**config.mk**
```make
export PLATFORM = sky130hd
export DESIGN_NAME = ps2_host_tx
export DESIGN_NICKNAME = d
export VERILOG_FILES = /design/src/rtl/ps2_host_tx_pkg.sv /design/src/rtl/ps2_line_sync.sv /design/src/rtl/ps2_host_tx.sv
export SDC_FILE = /design/constraint.sdc
export NUM_CORES = 1
export LEC_CHECK = 0
export BUFFER_PORTS_ARGS = -buffer_cell sky130_fd_sc_hd__buf_2
export CORE_ASPECT_RATIO = 1.4
export CORE_UTILIZATION = 50
export CTS_BUF_LIST = sky130_fd_sc_hd__clkbuf_4
export CTS_CLUSTER_SIZE = 28
export DETAILED_ROUTE_END_ITERATION = 7
export PLACE_DENSITY = 0.7
export SYNTH_ARGS = -nofsm -noshare
export SYNTH_HDL_FRONTEND = slang
export SYNTH_SLANG_ARGS = --single-unit
```
**constraint.sdc**
```tcl
create_clock -name clk -period 2.2 [get_ports clk]
set_input_delay 0.33 -clock clk [delete_from_list [all_inputs] [get_ports clk]]
set_output_delay 0.33 -clock clk [all_outputs]
set_load 0.05 [all_outputs]
```
**src/rtl/ps2_host_tx_pkg.sv**
```systemverilog
// Shared state encoding and default timing constants for the PS/2 host transmitter.
// Latency: n/a (declarations only).
// Backpressure: n/a.
package ps2_host_tx_pkg;

  typedef enum logic [2:0] {
    ST_IDLE      = 3'd0,
    ST_INHIBIT   = 3'd1,
    ST_REQ       = 3'd2,
    ST_SEND      = 3'd3,
    ST_ACK       = 3'd4,
    ST_WAIT_IDLE = 3'd5
  } state_t;

  // 120 us clock inhibit at 100 MHz
  localparam int DEF_INHIBIT_CYC = 12000;
  // data held low this long before the clock line is released
  localparam int DEF_REQ_CYC     = 16;
  // 20 ms maximum gap between device clock falling edges
  localparam int DEF_TIMEOUT_CYC = 2000000;

endpackage

```
**src/rtl/ps2_line_sync.sv**
```systemverilog
// Two-flop synchronizer for one raw PS/2 pad level, plus falling-edge detect.
// Latency: line_s lags the pad by 2 clk; fall asserts 1 cycle when line_s goes 1->0.
// Backpressure: none; free-running.
module ps2_line_sync (
  input  logic clk,
  input  logic rst,
  input  logic line_in,
  output logic line_s,
  output logic fall
);

  logic meta;
  logic sync;
  logic prev;

  // Synchronize the pad and keep the previous synced value; idle level is 1.
  always_ff @(posedge clk or posedge rst) begin
    if (rst) begin
      meta <= 1'b1;
      sync <= 1'b1;
      prev <= 1'b1;
    end else begin
      meta <= line_in;
      sync <= meta;
      prev <= sync;
    end
  end

  assign line_s = sync;
  assign fall   = prev & ~sync;

endmodule

```
**src/rtl/ps2_host_tx.sv**
```systemverilog
// PS/2 host-to-device byte transmitter: inhibit, request-to-send, clocked-out frame, ACK check.
// Latency: INHIBIT_CYC + REQ_CYC cycles of bus preamble, then paced by the device clock.
// Backpressure: tx_ready high only in IDLE; tx_valid while busy is dropped, nothing is queued.
module ps2_host_tx
  import ps2_host_tx_pkg::*;
#(
  parameter int INHIBIT_CYC = DEF_INHIBIT_CYC,
  parameter int REQ_CYC     = DEF_REQ_CYC,
  parameter int TIMEOUT_CYC = DEF_TIMEOUT_CYC
) (
  input  logic       clk,
  input  logic       rst,
  input  logic [7:0] tx_data,
  input  logic       tx_valid,
  output logic       tx_ready,
  output logic       busy,
  output logic       done,
  output logic       err,
  input  logic       ps2_clk_in,
  input  logic       ps2_data_in,
  output logic       ps2_clk_oe,
  output logic       ps2_data_oe
);

  localparam int MAXC = (INHIBIT_CYC > REQ_CYC) ? INHIBIT_CYC : REQ_CYC;
  localparam int CW   = $clog2(MAXC + 1);
  localparam int TW   = $clog2(TIMEOUT_CYC + 1);

  state_t        state_q, state_d;
  logic [CW-1:0] cnt_q, cnt_d;     // inhibit / request phase cycle counter
  logic [3:0]    k_q, k_d;         // device falling edges seen in SEND
  logic [TW-1:0] to_q, to_d;       // cycles since SEND entry or last falling edge
  logic          doe_q, doe_d;     // data drive level presented during SEND
  logic [7:0]    byte_q, byte_d;
  logic          par_q, par_d;

  logic clk_s, clk_fall;
  logic data_s, data_fall_unused;

  ps2_line_sync u_clk_sync (
    .clk     (clk),
    .rst     (rst),
    .line_in (ps2_clk_in),
    .line_s  (clk_s),
    .fall    (clk_fall)
  );

  ps2_line_sync u_data_sync (
    .clk     (clk),
    .rst     (rst),
    .line_in (ps2_data_in),
    .line_s  (data_s),
    .fall    (data_fall_unused)
  );

  // State and datapath registers; reset aborts any frame in flight.
  always_ff @(posedge clk or posedge rst) begin
    if (rst) begin
      state_q <= ST_IDLE;
      cnt_q   <= '0;
      k_q     <= '0;
      to_q    <= '0;
      doe_q   <= 1'b0;
      byte_q  <= '0;
      par_q   <= 1'b0;
    end else begin
      state_q <= state_d;
      cnt_q   <= cnt_d;
      k_q     <= k_d;
      to_q    <= to_d;
      doe_q   <= doe_d;
      byte_q  <= byte_d;
      par_q   <= par_d;
    end
  end

  // Next-state, line drive and status pulses; timeout wins over any other event.
  always_comb begin
    state_d     = state_q;
    cnt_d       = cnt_q;
    k_d         = k_q;
    to_d        = to_q;
    doe_d       = doe_q;
    byte_d      = byte_q;
    par_d       = par_q;
    tx_ready    = 1'b0;
    busy        = 1'b1;
    done        = 1'b0;
    err         = 1'b0;
    ps2_clk_oe  = 1'b0;
    ps2_data_oe = 1'b0;

    case (state_q)
      ST_IDLE: begin
        busy     = 1'b0;
        tx_ready = 1'b1;
        if (tx_valid) begin
          byte_d  = tx_data;
          par_d   = ~^tx_data;
          cnt_d   = '0;
          state_d = ST_INHIBIT;
        end
      end

      ST_INHIBIT: begin
        ps2_clk_oe = 1'b1;
        if (cnt_q == CW'(INHIBIT_CYC - 1)) begin
          cnt_d   = '0;
          state_d = ST_REQ;
        end else begin
          cnt_d = cnt_q + CW'(1);
        end
      end

      ST_REQ: begin
        ps2_clk_oe  = 1'b1;
        ps2_data_oe = 1'b1;
        if (cnt_q == CW'(REQ_CYC - 1)) begin
          cnt_d   = '0;
          k_d     = '0;
          to_d    = '0;
          doe_d   = 1'b1;   // start bit stays on the line until the first edge
          state_d = ST_SEND;
        end else begin
          cnt_d = cnt_q + CW'(1);
        end
      end

      ST_SEND: begin
        ps2_data_oe = doe_q;
        if (to_q == TW'(TIMEOUT_CYC)) begin
          err     = 1'b1;
          state_d = ST_IDLE;
        end else if (clk_fall) begin
          to_d = '0;
          k_d  = k_q + 4'd1;
          if (k_q < 4'd8) begin
            doe_d = ~byte_q[k_q[2:0]];
          end else if (k_q == 4'd8) begin
            doe_d = ~par_q;
          end else begin
            doe_d   = 1'b0;   // stop bit: release data
            state_d = ST_ACK;
          end
        end else begin
          to_d = to_q + TW'(1);
        end
      end

      ST_ACK: begin
        if (to_q == TW'(TIMEOUT_CYC)) begin
          err     = 1'b1;
          state_d = ST_IDLE;
        end else if (clk_fall) begin
          to_d = '0;
          if (!data_s) begin
            state_d = ST_WAIT_IDLE;
          end else begin
            err     = 1'b1;
            state_d = ST_IDLE;
          end
        end else begin
          to_d = to_q + TW'(1);
        end
      end

      ST_WAIT_IDLE: begin
        if (to_q == TW'(TIMEOUT_CYC)) begin
          err     = 1'b1;
          state_d = ST_IDLE;
        end else if (clk_s && data_s) begin
          done    = 1'b1;
          state_d = ST_IDLE;
        end else if (clk_fall) begin
          to_d = '0;
        end else begin
          to_d = to_q + TW'(1);
        end
      end

      default: begin
        state_d = ST_IDLE;
      end
    endcase
  end

endmodule

```
# Word-level counts from Yosys, hierarchy flattened
# Index checks and enable logic that the tools add are counted.
# totals
out_inout_bits	6
reg_bits	57
input_bits	13
elab_cells	104
# op_classes
n_addsub	3
muxes	47
n_bitwise	4
magnitude_cmp	2
n_eq_ne	22
n_reduce_logical	14
# op_table
operator	count
$mux 21	5
$pmux 21 s3	1
$mux 14	3
$pmux 14 s3	1
$mux 3	12
$add 21x1->21 const B	1
$eq 21x21->1 const B	1
$pmux 3 s6	1
$mux 1	16
$ne 2x2->1 const B	8
$ne 3x3->1 const B	5
$add 14x1->14 const B	1
$eq 14x14->1 const B	1
$eq 14x4->1 const B	1
$mux 4	3
$pmux 4 s2	1
$reduce_and 8->1	1
$reduce_xnor 8->1	1
$eq 3x2->1 const B	2
$eq 3x3->1 const B	2
$pmux 1 s2	3
$reduce_bool 3->1	2
$reduce_or 2->1	3
$reduce_and 5->1	1
13 further kinds	16

# Depth between registers and ports, before layout
# Gate-level depths: netlist of run 1.
# depth
depth_word	7
ltp_mapped	10

# Cells and area by module
# Synthesis of run 1 repeated with hierarchy kept, for this count alone.
# hier_totals
hier_cells	332
hier_area_um2	3320.7
# by_module_without_submodules
mod	area_per_inst_um2	cells_per_inst	seq_area_each_um2	n_inst
ps2_host_tx	3128.0	322	1301.2	1
ps2_line_sync	96.3	5	78.8	2

# Worst setup path before layout of run 1
# No wires, ideal clock.
# synth_path
path_type	reg-to-reg
start	reg state_q[1]
end	reg byte_q[0]
arrival_ns	2.685
period_less_slack_ns	2.810
path_stages_with_launch	6
required_time_ns	2.075
path_buffers	2
setup_slack_ns	-0.610
path_cell_list	dfrtp_1 clkbuf_1 nor3_1 and2_1 clkbuf_1 mux2_2
# synth_between
elab_chain_len	2
# synth_lines
item	line	rtl
from (decl)	ps2_host_tx.sv:29	state_t state_q, state_d;
from (signal assigned)	ps2_host_tx.sv:67	state_q <= state_d;
$logic_not 3->1	ps2_host_tx.sv:93	case (state_q)
$reduce_and 2->1 (no source line)	n/a	
to (signal assigned)	ps2_host_tx.sv:72	byte_q <= byte_d;
to (decl)	ps2_host_tx.sv:34	logic [7:0] byte_q, byte_d;
# No other way between the ends.
# A chain may end at the register's enable or synchronous reset.

# Final worst setup path of run 1
# layout_path
start	reg to_q[4]
end	out err
# layout_between
elab_chain_len	3
elab_cells_between_ends	4
# layout_lines
item	line	rtl
from (decl)	ps2_host_tx.sv:32	logic [TW-1:0] to_q, to_d;
from (signal assigned)	ps2_host_tx.sv:70	to_q <= to_d;
$eq 21x21->1 (*)	ps2_host_tx.sv:131, ps2_host_tx.sv:151, ps2_host_tx.sv:168	
$mux 1 (on tied branches)	ps2_host_tx.sv:131, ps2_host_tx.sv:168, ps2_host_tx.sv:151	
$pmux 1 s2 (*)	ps2_host_tx.sv:93	
to (decl)	ps2_host_tx.sv:18	output logic err,
# Every way passes the cells marked *; elsewhere a longest branch is shown, timed or not.

==> results of run 1 <==
## worst max-delay path by stage
stage	from	endpoint	slack, ns	depth (start not counted)
4_1_cts	to_q[4]$_DFFE_PP0P_	err	-0.29	6
3_5_place_dp	to_q[12]$_DFFE_PP0P_	err	0.02	6
5_1_grt	to_q[4]$_DFFE_PP0P_	err	-0.36	6
6_report	to_q[4]$_DFFE_PP0P_	err	-0.27	6
3_3_place_gp	to_q[12]$_DFFE_PP0P_	err	0.06	6
2_1_floorplan	to_q[2]$_DFFE_PP0P_	err	0.001	6
## what timing repair did
action                                  in CTS  in global routing
pin swaps                                    0                  2
endpoints found under the setup margin       2                  9
endpoints found under the hold margin       52                  1
buffers inserted                             1                  1
hold buffers                                 1                  1
resized for setup                            9                  6
## logic make-up after synthesis
group                      Yosys count  share of synthesized area [%]
and+or+nand+nor                    142                           23.7
AOI/OAI and AO/OA                   72                           14.8
DFF                                 57                           45.7
buffers and inverters               23                           3.27
xor gates and xnor gates            20                           5.59
muxes                               12                           5.03
adders and majority gates            5                           2.00
## report_power, final
part	internal [mW]	leakage, nW	switching [mW]
clock	0.342	0.0711	0.360
combinational	0.0311	0.868	0.0393
sequential	1.06	0.754	0.00303
total	1.43	1.69	0.402
## area by class of cell
| cell class | count | area [µm²] | area share [%] |
|---|---|---|---|
| Clock inverter | 5 | 47.5 | 1.23 |
| Multi-Input combinational cell | 251 | 1670 | 43.4 |
| Inverter | 10 | 37.5 | 0.975 |
| Clock buffer | 10 | 75.1 | 1.95 |
| Tap cell | 70 | 87.6 | 2.27 |
| Sequential cell | 57 | 1430 | 37.2 |
| Timing Repair Buffer | 64 | 498 | 12.9 |
## sequential cells by signal, indices dropped and copies added, names as in the netlist
register and flops:
to_q 21, cnt_q 14, byte_q 8, k_q 4
state_q 3, doe_q 1, par_q 1, u_clk_sync.line_s 1
u_clk_sync.meta 1, u_clk_sync.prev 1, u_data_sync.line_s 1, u_data_sync.meta 1
## routing by layer
| metal | wire, µm | vias up | global-route usage, % | share of wire (%) |
|---|---|---|---|---|
| met3 | 183 | 9 | 6.99 | 2.6 |
| met4 | 113 | 0 | 9.86 | 1.6 |
| met2 | 3690 | 36 | 42.4 | 53 |
| met5 | 0 | - | 0 | 0 |
| met1 | 3020 | 1303 | 29.2 | 43 |
| li1 | - | 1344 | - | - |
## layout by cell type, fill, tap and decap left out, types with 6 or more instances in the layout
master,synthesis,final
sky130_fd_sc_hd__xnor2_1,11,11
sky130_fd_sc_hd__nand3_1,21,21
sky130_fd_sc_hd__dfrtp_1,52,52
sky130_fd_sc_hd__xor2_1,9,9
sky130_fd_sc_hd__nor2_1,30,30
sky130_fd_sc_hd__mux2_2,10,10
sky130_fd_sc_hd__clkbuf_4,0,10
sky130_fd_sc_hd__nand4_1,7,7
sky130_fd_sc_hd__buf_4,1,39
sky130_fd_sc_hd__and2_1,9,8
sky130_fd_sc_hd__inv_1,10,9
sky130_fd_sc_hd__o21ai_0,27,27
sky130_fd_sc_hd__nand2_1,31,30
sky130_fd_sc_hd__buf_2,4,16
sky130_fd_sc_hd__a21oi_1,6,6
sky130_fd_sc_hd__o31ai_1,12,12
## worst register-to-register path: stages (launching register included)
cell,delay (ns)
sky130_fd_sc_hd__dfrtp_1,0.40
sky130_fd_sc_hd__or4b_4,0.55
sky130_fd_sc_hd__nor4_4,0.21
sky130_fd_sc_hd__and2_4,0.21
sky130_fd_sc_hd__buf_4,0.15
sky130_fd_sc_hd__or3_1,0.14
sky130_fd_sc_hd__mux2_2,0.33
==> impl_metrics.tcl, run 1 <==
set metrics [dict create \
    outcome "complete, but fails checks" \
    violations "negative setup slack" \
    dpl.cell_count 448 \
    htreeDepth 3 \
    synthesized_instance_count 331 \
    fp.coreArea_um2 5950 \
    postLayoutCellArea_um2 3850 \
    rd_place_congestion 0.822 \
    dr_total_vias 2692 \
    crit_fanout 3 \
    fp-row-count 33 \
    most_used_standard_cell_by_instance_count_after_synthesis "sky130_fd_sc_hd__dfrtp_1" \
    synth_enable_flop_cells 0 \
    route.final.wire_length_mm 7.01 \
    power_leakage_nw 1.69 \
    initial_utilization_pct 52.7 \
    synth_flop_cell "sky130_fd_sc_hd__dfrtp_1" \
    layout.filler_cells 505 \
    ys_top_cells_by_count "sky130_fd_sc_hd__dfrtp_1, sky130_fd_sc_hd__nand2_1, sky130_fd_sc_hd__nor2_1" \
    critPathCaptureType "primary output" \
    firstDrtPassIters 5 \
    timing.hold.worst_endpoint "u_clk_sync.meta$_DFF_PP1_" \
    post-route-drc-count 0 \
    io-pin-count 19 \
    clockRootBuffer "sky130_fd_sc_hd__clkbuf_4" \
    synth.distinct_cells 49 \
    finished_layout_cells 467 \
    fmax_mhz 405 \
    finalNetCount 411 \
    cp_cell_sequence "or4b_4 -> nor4_4 -> and2_4 -> a31oi_2 -> o22ai_4 -> buf_6" \
    period_share_pct 112 \
    synthesis.nets 349 \
    routed_wire_length_per_instance_um 15.0 \
    tritoncts "done" \
    post-route-worst-setup-slack_ns -0.266 \
    flow.area_growth_from_synthesis_pct 22.8 \
    timing.final.hold_violations 0 \
    fin_skew_ns 0.0125 \
    grt_start_max_net_pins 58 \
    worstSetupStartpointType "flip-flop" \
    drtAntennaViolNets 0 \
    setup_violations 2 \
    port_buffers 18 \
    ys_ff_latch 57 \
    r2r_setup_slack_ns 0.10 \
    final_max_slew_violation_count 0 \
    syn-cell-area_um2 3140 \
    post-synth-top-area-cell "sky130_fd_sc_hd__dfrtp_1" \
    regToRegStartpoint "to_q[4]$_DFFE_PP0P_" \
    detailed_place.area_um2 3630 \
    grt_pass1_vias 2726 \
    antenna_found_initial 0 \
    share_of_yosys_cell_area_claimed_by_the_top_area_cell_type_pct 41.5 \
    synthArstFlopShare_pct 100 \
    tightest_slew_ns 0.461 \
    timing.max_cap.violations 0 \
    synth.avg_cell_area_um2 9.47 \
    critical-path-max-stage-delay_ns 0.55 \
    rr_endpoint "k_q[1]$_DFFE_PP0P_" \
    chipHeight_um 95.7 \
    dr.first_iter.drc_count 166 \
    finish.utilization_pct 64.8 \
    power_density_nw_per_um2 475 \
    die_area_um2 6600 \
    reg2reg_depth 6 \
    die_w_um 68.9 \
    global_route_wire_length_before_repair_mm 12.2 \
    worstPathBufferInverterCount 1 \
    cts.path.max_buffers 2 \
    num_antenna_cells 0 \
    grt_remaining_overflow 0 \
    clock_latency_ns 0.39 \
    cts.clk_slew.worst_paths_ns 0.10 \
    groute.usage.overall_pct 25.0 \
    final_critical_path_time_including_i_o_delays_and_setup_ns 2.47 \
    power_mw 1.83 \
    hold_start "ps2_clk_in" \
    worst-endpoint-arrival_ns 2.14 \
    vias_per_cell 5.76 \
    max-vdd-ir-drop_uv 345 \
    cts_buffers 9 \
    max-slew-margin-rel_pct 69.0 \
    worstPathRequired_ns 1.87 \
    setup_tns_ns -0.517 \
    pre_cts_slack_ns 0.0192 \
    seq_total_area_yosys_pct 45.7 \
    hold_depth 1 \
    post_route_cells_drive_above_1_share_pct 27.7 \
    cpLargestDelayFamily "simple AND/OR/NAND/NOR gates" \
    critical-path-slowest-cell "sky130_fd_sc_hd__or4b_4" \
    dp.final_hpwl_mm 5.08 \
    worstSetupPathType "flip-flop to primary output" \
    ys.warnings.count 0 \
    setup_repair_after_global_routing_missed_its_margin "true" \
    holdWs_ns 0.0428 \
    worstHoldPathType "input pin to flip-flop" \
    number_of_clock_sinks_seen_by_cts 57 \
    netlist_top_cells_area "sky130_fd_sc_hd__dfrtp_1, sky130_fd_sc_hd__o21ai_0, sky130_fd_sc_hd__dfstp_2" \
]
Note: power is estimated with default switching activity, not from simulation.
==> inputs of run 2 (changes only) <==
--- a/config.mk
+++ b/config.mk
@@ -8,3 +8,3 @@
 export BUFFER_PORTS_ARGS = -buffer_cell sky130_fd_sc_hd__buf_2
-export CORE_ASPECT_RATIO = 1.4
+export CORE_ASPECT_RATIO = 2
 export CORE_UTILIZATION = 50
--- a/constraint.sdc
+++ b/constraint.sdc
@@ -3,2 +3,2 @@
 set_output_delay 0.33 -clock clk [all_outputs]
-set_load 0.05 [all_outputs]
+set_load 0.1 [all_outputs]
==> run 2 against run 1 <==
  * The run ends with design-rule violations, negative setup slack left
  * Worst setup slack worse by 0.039 ns
  * Routed wire length up 16%
  * Critical path depth unchanged
  * Largest cell class unchanged
==> impl_metrics.tcl, run 2 (same netlist as run 1, synthesis figures left out) <==
set metrics [dict create \
    detailed_place.area_um2 3680 \
    fin_skew_ns 0.00945 \
    groute.usage.overall_pct 24.8 \
    worstSetupPathType "flip-flop to primary output" \
    dr.first_iter.drc_count 110 \
    final_max_slew_violation_count 0 \
    groute.layer.met2.usage_pct 45.2 \
    tritoncts "done" \
    hold_depth 2 \
    number_of_clock_sinks_seen_by_cts 57 \
    setup_repair_after_global_routing_missed_its_margin "true" \
    chipHeight_um 114 \
    timing.hold.worst_endpoint "byte_q[0]$_DFFE_PP0P_" \
    route.final.wire_length_mm 8.16 \
    global_route_wire_length_before_repair_mm 12.3 \
    worst-endpoint-arrival_ns 2.18 \
    htreeDepth 3 \
    critPathCaptureType "primary output" \
    rd_place_congestion 0.888 \
    die_w_um 58.0 \
    outcome "complete, but fails checks" \
    power_density_nw_per_um2 454 \
    postLayoutCellArea_um2 4170 \
    reg2reg_depth 9 \
    num_antenna_cells 0 \
    violations "design-rule violations, negative setup slack" \
    top_library_cells_by_usage_in_the_layout_fill_and_taps_aside "sky130_fd_sc_hd__dfrtp_1, sky130_fd_sc_hd__buf_4, sky130_fd_sc_hd__nand2_1, sky130_fd_sc_hd__nor2_1, sky130_fd_sc_hd__nand3_1" \
    post-route-worst-setup-slack_ns -0.305 \
    grt_remaining_overflow 0 \
    timing.max_cap.violations 0 \
    max-slew-margin-rel_pct 67.8 \
    routed_wire_length_per_instance_um 17.4 \
    clock_latency_ns 0.41 \
    timing.final.hold_violations 0 \
    post-route-drc-count 4 \
    worstHoldPathType "input pin to flip-flop" \
    worstSetupStartpointType "flip-flop" \
    largest_registers "to_q (21), cnt_q (14), byte_q (8)" \
    fp.coreArea_um2 6010 \
    max_reg_flops 21 \
    cts_buffers 9 \
    final_critical_path_time_including_i_o_delays_and_setup_ns 2.51 \
    finish.utilization_pct 69.5 \
    vias_per_cell 5.98 \
    die_area_um2 6610 \
    grt_pass1_vias 2774 \
    grt_start_max_net_pins 41 \
    io-pin-count 19 \
    setup_violations 3 \
    use_met3_pct 5.90 \
    period_share_pct 114 \
    tightest_slew_ns 0.486 \
    rr_endpoint "to_q[9]$_DFFE_PP0P_" \
    fmax_mhz 399 \
    worstPathRequired_ns 1.87 \
    top_usage_layer "met2" \
    fp-row-count 40 \
    drtAntennaViolNets 0 \
    dp.final_hpwl_mm 5.24 \
    crit_fanout 3 \
    dr_total_vias 2811 \
    r2r_setup_slack_ns -0.04 \
    power_mw 1.90 \
    firstDrtPassIters 7 \
    finalNetCount 420 \
    cts.path.max_buffers 2 \
    post_route_cells_drive_above_1_share_pct 34.9 \
    port_buffers 18 \
    power_leakage_nw 1.83 \
    flow.area_growth_from_synthesis_pct 33.0 \
    regToRegStartpoint "to_q[2]$_DFFE_PP0P_" \
    grt_util_met1_pct 25.3 \
    clockRootBuffer "sky130_fd_sc_hd__clkbuf_4" \
    mostFrequentLayoutCell "sky130_fd_sc_hd__dfrtp_1" \
    hold_start "tx_data[0]" \
    top_register "to_q" \
    antenna_found_initial 0 \
    max-vdd-ir-drop_uv 406 \
    initial_utilization_pct 52.2 \
    cts.clk_slew.worst_paths_ns 0.09 \
]
run 2: cell types whose count changed in the layout (fill, tap and decap cells not counted), sizes merged:
cell / before / now
dlygate4sd3: 2 / 3
clkbuf: 10 / 16
clkinv: 4 / 3
buf: 62 / 66
run 2: metal layers:
metal,share of wire [%],wire (µm)
met5,0,0
met1,37,3030
met4,4.4,356
met3,2.8,227
met2,56,4540
run 2: final cells by class:
class / instances / area [µm²]
Clock buffer: 12 / 90.1
Clock inverter: 4 / 43.8
Fill cell: 466 / 1830
Inverter: 10 / 37.5
Multi-Input combinational cell: 251 / 1820
Sequential cell: 57 / 1430
Tap cell: 63 / 78.8
Timing Repair Buffer: 73 / 668
run 2: timing repair:
action,CTS,global route
endpoints found under the setup margin,3,34
resized for setup,10,36
cloned,0,4
endpoints found under the hold margin,19,0
buffers inserted,2,4
hold buffers,3,0
pin swaps,4,11
run 2: where the power goes:
part	switching, mW	total, mW	internal [mW]
registers	0.00307	1.06	1.06
clock network	0.386	0.764	0.378
logic	0.0412	0.0734	0.0321
total	0.430	1.90	1.47
run 2: critical path, stage by stage (launching register included):
cell                      delay [ns]
sky130_fd_sc_hd__dfrtp_1        0.40
sky130_fd_sc_hd__or4b_4         0.55
sky130_fd_sc_hd__nor3_4         0.20
sky130_fd_sc_hd__and2_4         0.21
sky130_fd_sc_hd__a31oi_4        0.05
sky130_fd_sc_hd__o22ai_4        0.14
sky130_fd_sc_hd__buf_12         0.20
run 2: worst max-delay path by stage:
stage | from | end | slack (ns) | cells after the start
4_1_cts | to_q[6]$_DFFE_PP0P_ | err | -0.37 | 6
5_1_grt | to_q[2]$_DFFE_PP0P_ | err | -0.38 | 6
3_3_place_gp | to_q[5]$_DFFE_PP0P_ | err | 0.06 | 6
2_1_floorplan | state_q[2]$_DFFE_PP0P_ | busy | -0.18 | 3
3_5_place_dp | to_q[14]$_DFFE_PP0P_ | err | 0.02 | 6
6_report | to_q[2]$_DFFE_PP0P_ | err | -0.31 | 6
run 2: metrics by stage:
step	setup WS, ns	std cells	hold slack [ns]	setup TNS (ns)
floorplan	-0.180	331	0.334	-0.316
global placement	0.0643	441	0.341	0
detailed placement	0.0226	441	0.347	0
CTS	-0.371	462	0.150	-0.663
global route	-0.383	470	0.156	-1.17
finish	-0.305	470	0.179	-0.576
